==> src/rtl/bp_pkg.sv <==
// Shared types and helpers for the dynamic branch predictor: indexing modes,
// saturating-counter arithmetic and the BTB entry layout.
package bp_pkg;

    localparam int unsigned MODE_BIMODAL = 0;
    localparam int unsigned MODE_GSHARE  = 1;

    localparam int unsigned CNT_MAX_BITS = 4;
    localparam int unsigned BP_XLEN      = 32;

    typedef logic [CNT_MAX_BITS-1:0] cnt_t;

    // Weakly-not-taken value for a counter of the given width
    function automatic cnt_t cnt_reset_val(input int unsigned bits);
        return cnt_t'((1 << (bits - 1)) - 1);
    endfunction

    function automatic cnt_t cnt_max_val(input int unsigned bits);
        return cnt_t'((1 << bits) - 1);
    endfunction

    // Saturating step toward the resolved direction; never wraps
    function automatic cnt_t sat_update(input cnt_t cnt, input logic taken, input cnt_t max);
        cnt_t res;
        res = cnt;
        if (taken) begin
            if (cnt != max) res = cnt + cnt_t'(1);
        end else begin
            if (cnt != cnt_t'(0)) res = cnt - cnt_t'(1);
        end
        return res;
    endfunction

    typedef struct packed {
        logic               valid;
        logic [BP_XLEN-1:0] tag;
        logic [BP_XLEN-1:0] target;
    } btb_entry_t;

endpackage

==> src/rtl/bp_btb.sv <==
// Direct-mapped branch target buffer: one combinational lookup port, one
// fill port and one invalidate port. A fill wins over an invalidate.
module bp_btb
    import bp_pkg::*;
#(
    parameter  int unsigned ENTRIES = 16,
    parameter  int unsigned XLEN    = 32,
    parameter  int unsigned TAG_W   = 26,
    localparam int unsigned IDX_W   = $clog2(ENTRIES)
) (
    input  logic             clk,
    input  logic             start,
    input  logic [IDX_W-1:0] rd_idx,
    input  logic [TAG_W-1:0] rd_tag,
    output logic             rd_hit_c,
    output logic [XLEN-1:0]  rd_target_c,
    input  logic             wr_en,
    input  logic [IDX_W-1:0] wr_idx,
    input  logic [TAG_W-1:0] wr_tag,
    input  logic [XLEN-1:0]  wr_target,
    input  logic             inv_en,
    input  logic [IDX_W-1:0] inv_idx
);

    btb_entry_t mem [ENTRIES];
    btb_entry_t rd_entry;
    btb_entry_t wr_entry;

    always_comb begin
        rd_entry    = mem[rd_idx];
        rd_hit_c    = rd_entry.valid && (rd_entry.tag == BP_XLEN'(rd_tag));
        rd_target_c = XLEN'(rd_entry.target);
    end

    always_comb begin
        wr_entry        = '0;
        wr_entry.valid  = 1'b1;
        wr_entry.tag    = BP_XLEN'(wr_tag);
        wr_entry.target = BP_XLEN'(wr_target);
    end

    always_ff @(posedge clk or posedge start) begin
        if (start) begin
            for (int unsigned i = 0; i < ENTRIES; i++) begin
                mem[i] <= '0;
            end
        end else if (wr_en) begin
            mem[wr_idx] <= wr_entry;
        end else if (inv_en) begin
            mem[inv_idx].valid <= 1'b0;
        end
    end

endmodule

==> src/rtl/branch_predictor_unit.sv <==
// Dynamic branch predictor: saturating-counter BHT (bimodal or gshare
// indexed) plus BTB, trained non-speculatively from the execute stage.
module branch_predictor_unit
    import bp_pkg::*;
#(
    parameter int unsigned XLEN        = 32,
    parameter int unsigned BHT_ENTRIES = 64,
    parameter int unsigned BTB_ENTRIES = 16,
    parameter int unsigned CNT_BITS    = 2,
    parameter int unsigned GHR_BITS    = 6,
    parameter int unsigned MODE        = MODE_BIMODAL
) (
    input  logic                clk,
    input  logic                start,
    input  logic [XLEN-1:0]     if_pc,
    output logic                pred_taken,
    output logic [XLEN-1:0]     pred_next,
    output logic [GHR_BITS-1:0] pred_ghr,
    input  logic                ex_valid,
    input  logic                ex_is_branch,
    input  logic [XLEN-1:0]     ex_pc,
    input  logic                ex_taken,
    input  logic [XLEN-1:0]     ex_target,
    input  logic [XLEN-1:0]     ex_pred_next,
    input  logic [GHR_BITS-1:0] ex_ghr,
    output logic                mispredict,
    output logic [XLEN-1:0]     redirect_pc,
    output logic [31:0]         branch_count,
    output logic [31:0]         mispredict_count
);

    localparam int unsigned BIDX_W    = $clog2(BHT_ENTRIES);
    localparam int unsigned BTB_IDX_W = $clog2(BTB_ENTRIES);
    localparam int unsigned TAG_W     = XLEN - BTB_IDX_W - 2;

    localparam logic [CNT_BITS-1:0] CNT_RESET = CNT_BITS'(cnt_reset_val(CNT_BITS));
    localparam cnt_t                CNT_MAX   = cnt_max_val(CNT_BITS);

    logic [CNT_BITS-1:0] bht [BHT_ENTRIES];
    logic [GHR_BITS-1:0] ghr;

    logic [BIDX_W-1:0]   if_hist;
    logic [BIDX_W-1:0]   ex_hist;
    logic [BIDX_W-1:0]   if_bidx;
    logic [BIDX_W-1:0]   ex_bidx;
    logic [CNT_BITS-1:0] if_cnt;

    logic                btb_hit;
    logic [XLEN-1:0]     btb_target;
    logic                btb_wr;
    logic                btb_inv;

    logic [XLEN-1:0]     ex_seq_pc;
    logic [XLEN-1:0]     actual_next;
    logic                train;

    // History folding only applies in gshare mode; bimodal ignores it
    always_comb begin
        if_hist = '0;
        ex_hist = '0;
        if (MODE == MODE_GSHARE) begin
            if_hist = BIDX_W'(ghr);
            ex_hist = BIDX_W'(ex_ghr);
        end
        if_bidx = if_pc[BIDX_W+1:2] ^ if_hist;
        ex_bidx = ex_pc[BIDX_W+1:2] ^ ex_hist;
        if_cnt  = bht[if_bidx];
    end

    always_comb begin
        pred_taken = if_cnt[CNT_BITS-1] & btb_hit;
        pred_next  = pred_taken ? btb_target : (if_pc + XLEN'(4));
        pred_ghr   = ghr;
    end

    // Resolution compares the real successor with what fetch actually followed
    always_comb begin
        ex_seq_pc   = ex_pc + XLEN'(4);
        actual_next = (ex_is_branch & ex_taken) ? ex_target : ex_seq_pc;
        mispredict  = ex_valid & (actual_next != ex_pred_next);
        redirect_pc = ex_valid ? actual_next : '0;
        train       = ex_valid & ex_is_branch;
        btb_wr      = train & ex_taken;
        btb_inv     = ex_valid & ~ex_is_branch & (ex_pred_next != ex_seq_pc);
    end

    always_ff @(posedge clk or posedge start) begin
        if (start) begin
            for (int unsigned i = 0; i < BHT_ENTRIES; i++) begin
                bht[i] <= CNT_RESET;
            end
        end else if (train) begin
            bht[ex_bidx] <= CNT_BITS'(sat_update(cnt_t'(bht[ex_bidx]), ex_taken, CNT_MAX));
        end
    end

    always_ff @(posedge clk or posedge start) begin
        if (start) begin
            ghr <= '0;
        end else if (train) begin
            ghr <= GHR_BITS'({ghr, ex_taken});
        end
    end

    always_ff @(posedge clk or posedge start) begin
        if (start) begin
            branch_count     <= '0;
            mispredict_count <= '0;
        end else begin
            branch_count     <= branch_count + 32'(train);
            mispredict_count <= mispredict_count + 32'(mispredict);
        end
    end

    bp_btb #(
        .ENTRIES (BTB_ENTRIES),
        .XLEN    (XLEN),
        .TAG_W   (TAG_W)
    ) u_btb (
        .clk         (clk),
        .start       (start),
        .rd_idx      (if_pc[BTB_IDX_W+1:2]),
        .rd_tag      (if_pc[XLEN-1:BTB_IDX_W+2]),
        .rd_hit_c    (btb_hit),
        .rd_target_c (btb_target),
        .wr_en       (btb_wr),
        .wr_idx      (ex_pc[BTB_IDX_W+1:2]),
        .wr_tag      (ex_pc[XLEN-1:BTB_IDX_W+2]),
        .wr_target   (ex_target),
        .inv_en      (btb_inv),
        .inv_idx     (ex_pc[BTB_IDX_W+1:2])
    );

endmodule

==> config.mk <==
export PLATFORM = sky130hd
export DESIGN_NAME = branch_predictor_unit
export DESIGN_NICKNAME = d
export VERILOG_FILES = /design/src/rtl/bp_pkg.sv /design/src/rtl/bp_btb.sv /design/src/rtl/branch_predictor_unit.sv
export SDC_FILE = /design/constraint.sdc
export NUM_CORES = 2
export LEC_CHECK = 0
export BUFFER_PORTS_ARGS = -buffer_cell sky130_fd_sc_hd__buf_2
export CAP_MARGIN = 20
export CORE_MARGIN = 2
export CORE_UTILIZATION = 55
export CTS_CLUSTER_DIAMETER = 100
export CTS_CLUSTER_SIZE = 40
export DETAILED_ROUTE_END_ITERATION = 8
export PLACE_DENSITY = 0.78
export SLEW_MARGIN = 5
export SYNTH_ARGS = -nofsm -noshare
export SYNTH_HDL_FRONTEND = slang
export SYNTH_SLANG_ARGS = --single-unit
export TNS_END_PERCENT = 30
==> constraint.sdc <==
create_clock -name clk -period 77.1 [get_ports clk]
set_clock_uncertainty 0.2 [all_clocks]
set_input_delay 3.855 -clock clk [delete_from_list [all_inputs] [get_ports clk]]
set_output_delay 3.855 -clock clk [all_outputs]
set_load 0.03 [all_outputs]
; After elaboration in Yosys (flattened, before gate mapping)
; Index checks and enable logic that the tools add are counted.
[totals]
in_bits = 139
ff_bits = 1238
output_inout_bits = 136
word_cells = 175
[classes]
n_reduce_logical = 5
add_sub_neg = 6
muxes = 27
bitwise = 12
n_eq_ne = 4
n_lt_le_gt_ge = 6
[ops]
columns = operator, count
row1 = bitwise mux 1040 bit, 2
row2 = 2-to-1 mux 1040 bit, 2
row3 = demux 65 bit (select 4 bit), 2
row4 = binary-select mux 65 bit (select 4 bit), 1
row5 = 2-to-1 mux 65 bit, 4
row6 = bitwise mux 128 bit, 1
row7 = 2-to-1 mux 32 bit, 3
row8 = adder 32 x 1 -> 32 bit, 2
row9 = adder 32 x 3 -> 32 bit (second input constant), 2
row10 = inequality test 32 bit, 2
row11 = equality test 32 x 26 -> 1 bit, 1
row12 = binary-select mux 2 bit (select 6 bit), 2
row13 = 2-to-1 mux 2 bit, 9
row14 = greater-or-equal comparator 7 bit (second input constant), 2
row15 = NOT 6 -> 7 bit, 2
row16 = demux 2 bit (select 6 bit), 1
row17 = greater-or-equal comparator 5 bit (second input constant), 2
row18 = NOT 4 -> 5 bit, 2
row19 = bitwise AND 1 bit, 7
row20 = less-than comparator 7 x 1 -> 1 bit (second input constant), 1
row21 = less-than comparator 5 x 1 -> 1 bit (second input constant), 1
row22 = nonzero test 2 bit, 2
row23 = logical AND 1 bit, 3
row24 = adder 2 x 1 -> 2 bit (second input constant), 1
row25 = other kinds (3), 3

; Longest topological paths before layout
[logic_depth]
word_depth = 9
mapped_depth = 20
ltp_nobuf = 19

; Hierarchy
; From an unflattened synthesis, not the netlist that was laid out.
[unflattened]
hier_cells = 4200
hier_area_um2 = 56595.5
[by_module_without_submodules]
columns = mod, n_inst, seq_area_each_um2, area_each_um2, cells_each
row1 = bp_btb, 1, 23622.7, 42919.9, 2612
row2 = branch_predictor_unit, 1, 5034.8, 13675.6, 1588

; Worst setup path before layout
; Ideal clock, no wire load.
[synth_timing]
path_kind = input port to output port
startpoint = input port if_pc[4]
endpoint = output port pred_next[2]
path_buffers = 5
stages = 13
setup_slack_ns = 66.114
required_ns = 73.045
t_arrival_ns = 6.931
cell_sequence = buf_4 > buf_2 > buf_2 > buf_2 > mux4_2 > mux2i_1 > xor2_1 > nor2_1 > a211oi_2 > nand4_2 > nor4_4 > buf_6 > mux2i_1
[synth_via]
elab_chain_cells = 8
word_cells_on_any_way = 12
classes_between = eq/ne (1) / mux (7) / bitwise (3) / reduce/logical (1)
[synth_lines]
columns = element, line
row1 = start: declaration, branch_predictor_unit.sv:15  ; input logic [XLEN-1:0] if_pc,
row2 = NOT 4 -> 5 bit (implied by the code), bp_btb.sv:30  ; rd_entry = mem[rd_idx];
row3 = binary-select mux 65 bit (select 4 bit), bp_btb.sv:30
row4 = 2-to-1 mux 65 bit (implied by the code) (2 in a row), bp_btb.sv:30
row5 = equality test 32 x 26 -> 1 bit, bp_btb.sv:31  ; rd_hit_c = rd_entry.valid && (rd_entry.tag == BP_XLEN'(rd_tag));
row6 = logical AND 1 bit, bp_btb.sv:31
row7 = bitwise AND 1 bit *, branch_predictor_unit.sv:71  ; pred_taken = if_cnt[CNT_BITS-1] & btb_hit;
row8 = named net pred_taken, branch_predictor_unit.sv:16  ; output logic pred_taken,
row9 = 2-to-1 mux 32 bit *, branch_predictor_unit.sv:72  ; pred_next = pred_taken ? btb_target : (if_pc + XLEN'(4));
row10 = end: declaration, branch_predictor_unit.sv:17  ; output logic [XLEN-1:0] pred_next,
; Mark *: on every way through the listed nets, which the timed path passes. The rest lies on a longest branch. The select of a mux whose other input is x is not followed.

; Worst setup path in the final report
[layout_timing]
startpoint = input port if_pc[4]
endpoint = output port pred_next[31]
[layout_via]
elab_chain_cells = 8
word_cells_on_any_way = 13
classes_between = add/sub (1) / eq/ne (1) / mux (7) / bitwise (3) / reduce/logical (1)
[layout_lines]
columns = element, line
row1 = NOT 4 -> 5 bit (implied by the code), bp_btb.sv:30
row2 = binary-select mux 65 bit (select 4 bit), bp_btb.sv:30
row3 = 2-to-1 mux 65 bit (implied by the code) (2 in a row), bp_btb.sv:30
row4 = equality test 32 x 26 -> 1 bit, bp_btb.sv:31
row5 = logical AND 1 bit, bp_btb.sv:31
row6 = bitwise AND 1 bit, branch_predictor_unit.sv:71
row7 = 2-to-1 mux 32 bit *, branch_predictor_unit.sv:72
; Mark *: on every way between the ends. The rest lies on a longest branch, timed or not. The select of a mux whose other input is x is not followed.

==> metrics.yaml <==
drc_errors: 0
grt_remaining_overflow: 0
met2_wirelength_um: 67770
place.gp.congestion: 0.9804
cts.clk_slew.worst_paths_ps: 120
wl_met1_um: 64960
die_area_mm2: 0.1051
cts_tree: "done"
min_path_cells: 1
initial_antenna_violation_count: 43
post-route-min-period_ps: 13000
maxClockFrequency_ghz: 0.07692
timing.final.crit_share: 0.1686
drt_iter0_drc: 3708
timing.rr.end: "bht[15]"
drt_pre_antenna_iters: 5
dpl-instance-area_mm2: 0.05852
hold_class: "reg -> reg"
core_area_mm2: 0.1017
yosys.area.top_type: "dfrtp_1"
power.leakage_nw: 27.05
cts-buffers-inserted: 38
flow.area_growth_from_synthesis_pct: 6.231
rr_worst_depth: 8
buffer_ports.inserted: 268
top_cells_by_area_synth: "dfrtp_1 48%, mux2_2 22%, mux4_2 11%"
dr_wl_met3_um: 15410
clkLatencyLatePin_ps: 690
post_synth_instance_area_mm2: 0.05636
hold-worst-slack_ps: 275.0
cts_post_setup_buffers_inserted: 0
final_setup_fails: 0
synth-edff-count: 0
final_nets: 4127
run_status: "finished, final reports clean"
fp.dieH_um: 324.1
final_max_slew_viol_count: 0
hold_path_end: "branch_count[31]"
clkSinkCount: 1142
cts.repair.resized: 0
max-cap-violations: 0
final_layout_size_suffix_gt1_frac: 0.4734
post_synthesis_area_per_instance_um2: 14.24
wl_per_cell_um: 28.62
r2r-start: "bht[37]"
timing.critical_path.fanout_max: 49
synthesis.instances: 3957
async_reset_ff_frac: 1.000
synth.yosys.seq_area_share: 0.5084
cts-root-to-sink-buffers: 3
highest_layer: "met5"
grt_first_pass_wirelength_um: 229600
cellPowerDensity_mw_per_mm2: 20.61
yosysMostFrequentCell: "mux2_2"
dpl.hpwl_um: 97950
detail-route-antenna-nets: 0
fillerInstances: 7870
via_count: 35170
grt_max_degree: 137
routed_via_density: 6.543
number_of_core_rows: 117
grt_pass1_vias: 35050
design_area_mm2: 0.05988
dp_slack_ps: 64100
start_util: 0.5540
synth_seq_cells: 1142
cts_hold_buf: 0
wl_um: 153800
hold_viol: 0
timing.critical_path.from_type: "primary input"
rsz0062_at_grt: "false"
crit_path_end_kind: "output port"
hp-start: "branch_count[31]"
data_arrival_time_of_the_critical_path_ps: 8950
post-synth-top-area-fraction: 0.4786
final.setup.tns_ps: 0
track_usage: 0.2951
cts_max_level: 2
yosysWarnings: 0
die-width_um: 324.1
yosys.cell_types.count: 83
syn-num-nets: 4106
synth_commonest_cells: "1098 x mux2_2, 1078 x dfrtp_1, 282 x mux4_2"
max-slew-margin-rel: 0.1093
timing_worst_setup_path_type: "in -> out"
top_level_ports: 275
postSynth.topFlopCell: "dfrtp_1"
worstMarginPinSlew_ps: 1336
reg2reg_setup_slack_ps: 73580
power.ir.vdd_worst_v: 0.00002210
crit_required_ps: 73050
clock-root-buffer: "clkbuf_16"
post-route-worst-setup-slack_ps: 64100
[through the flow]
step                        util  total power [mW]  instances
after floorplan                -            0.8840       3957
after global placement    0.5747            0.9332       5300
after detailed placement  0.5752            0.9445       5302
after CTS                 0.5879             1.238       5365
after global routing      0.5884             1.281       5372
final                     0.5885             1.234       5376
[cells by family (layout without fill, tap and decap cells)]
family          Yosys count  in the layout  synth area share
xor+xnor                188            188           0.03043
buf+inv                 378            422           0.02975
compound gates          211            211           0.02775
flops                  1142           1142            0.5084
simple gates            544            544           0.04715
fa+ha+maj                12             12          0.002575
other cells               0              7                 0
mux                    1482           1482            0.3539
[state kept, by name (all words and copies together) (netlist names)]
register / cells
bht: 128
u_btb.mem: 944
mispredict_count: 32
branch_count: 32
pred_ghr: 6
[power by group]
part	switching (mW)	total, mW	internal (mW)
clock	0.193	0.299	0.106
sequential	0.0387	0.713	0.674
combinational	0.108	0.222	0.114
total	0.340	1.23	0.893
[layer usage]
metal	track usage	vias up
met5	0	-
met4	0.09825	44
met3	0.08241	302
met2	0.4286	1509
met1	0.4301	18770
li1	-	14550
[cell usage in the layout (no fill, tap or decap), types with 22 or more instances in the layout]
| master | n |
|---|---|
| nand3_1 | 62 |
| buf_2 | 265 |
| mux2_4 | 29 |
| nor3_1 | 24 |
| dfrtp_1 | 1078 |
| xor2_1 | 62 |
| nand2_1 | 121 |
| xnor2_1 | 121 |
| buf_4 | 60 |
| and3_1 | 23 |
| nand4_1 | 31 |
| inv_1 | 23 |
| dfstp_2 | 64 |
| o21ai_0 | 33 |
| mux2i_1 | 68 |
| mux4_2 | 282 |
| a211oi_1 | 22 |
| mux2_2 | 1098 |
| nor2_1 | 159 |
| clkbuf_16 | 39 |
[worst max-delay path: stages]
cell and delay [ps]:
buf_6 550, buf_4 560, buf_4 520, inv_2 450
mux4_2 590, xor2_1 160, nor2_1 350, nand4_1 210
nor4_4 290, buf_4 670, mux2_2 430, buf_2 190
[worst max path at each step]
stage / from / endpoint / cells after the start
6_report: if_pc[4] / pred_next[31] / 12
5_1_grt: if_pc[2] / pred_next[31] / 12
4_1_cts: if_pc[2] / pred_next[31] / 12
3_5_place_dp: if_pc[2] / pred_next[31] / 12
3_3_place_gp: if_pc[2] / pred_next[31] / 12
2_1_floorplan: start / bht[101] / 1
[area by class of cell]
| cell class | count | area (um2) | area share |
|---|---|---|---|
| Clock inverter | 15 | 262.8 | 0.004388 |
| Timing Repair Buffer | 334 | 1941 | 0.03241 |
| Multi-Input combinational cell | 2437 | 26160 | 0.4368 |
| Sequential cell | 1142 | 28660 | 0.4786 |
| Tap cell | 1368 | 1712 | 0.02859 |
| Inverter | 25 | 101.3 | 0.001693 |
| Antenna cell | 7 | 17.52 | 0.0002926 |
| Clock buffer | 48 | 1030 | 0.01720 |
(Power assumes the default switching activity.)
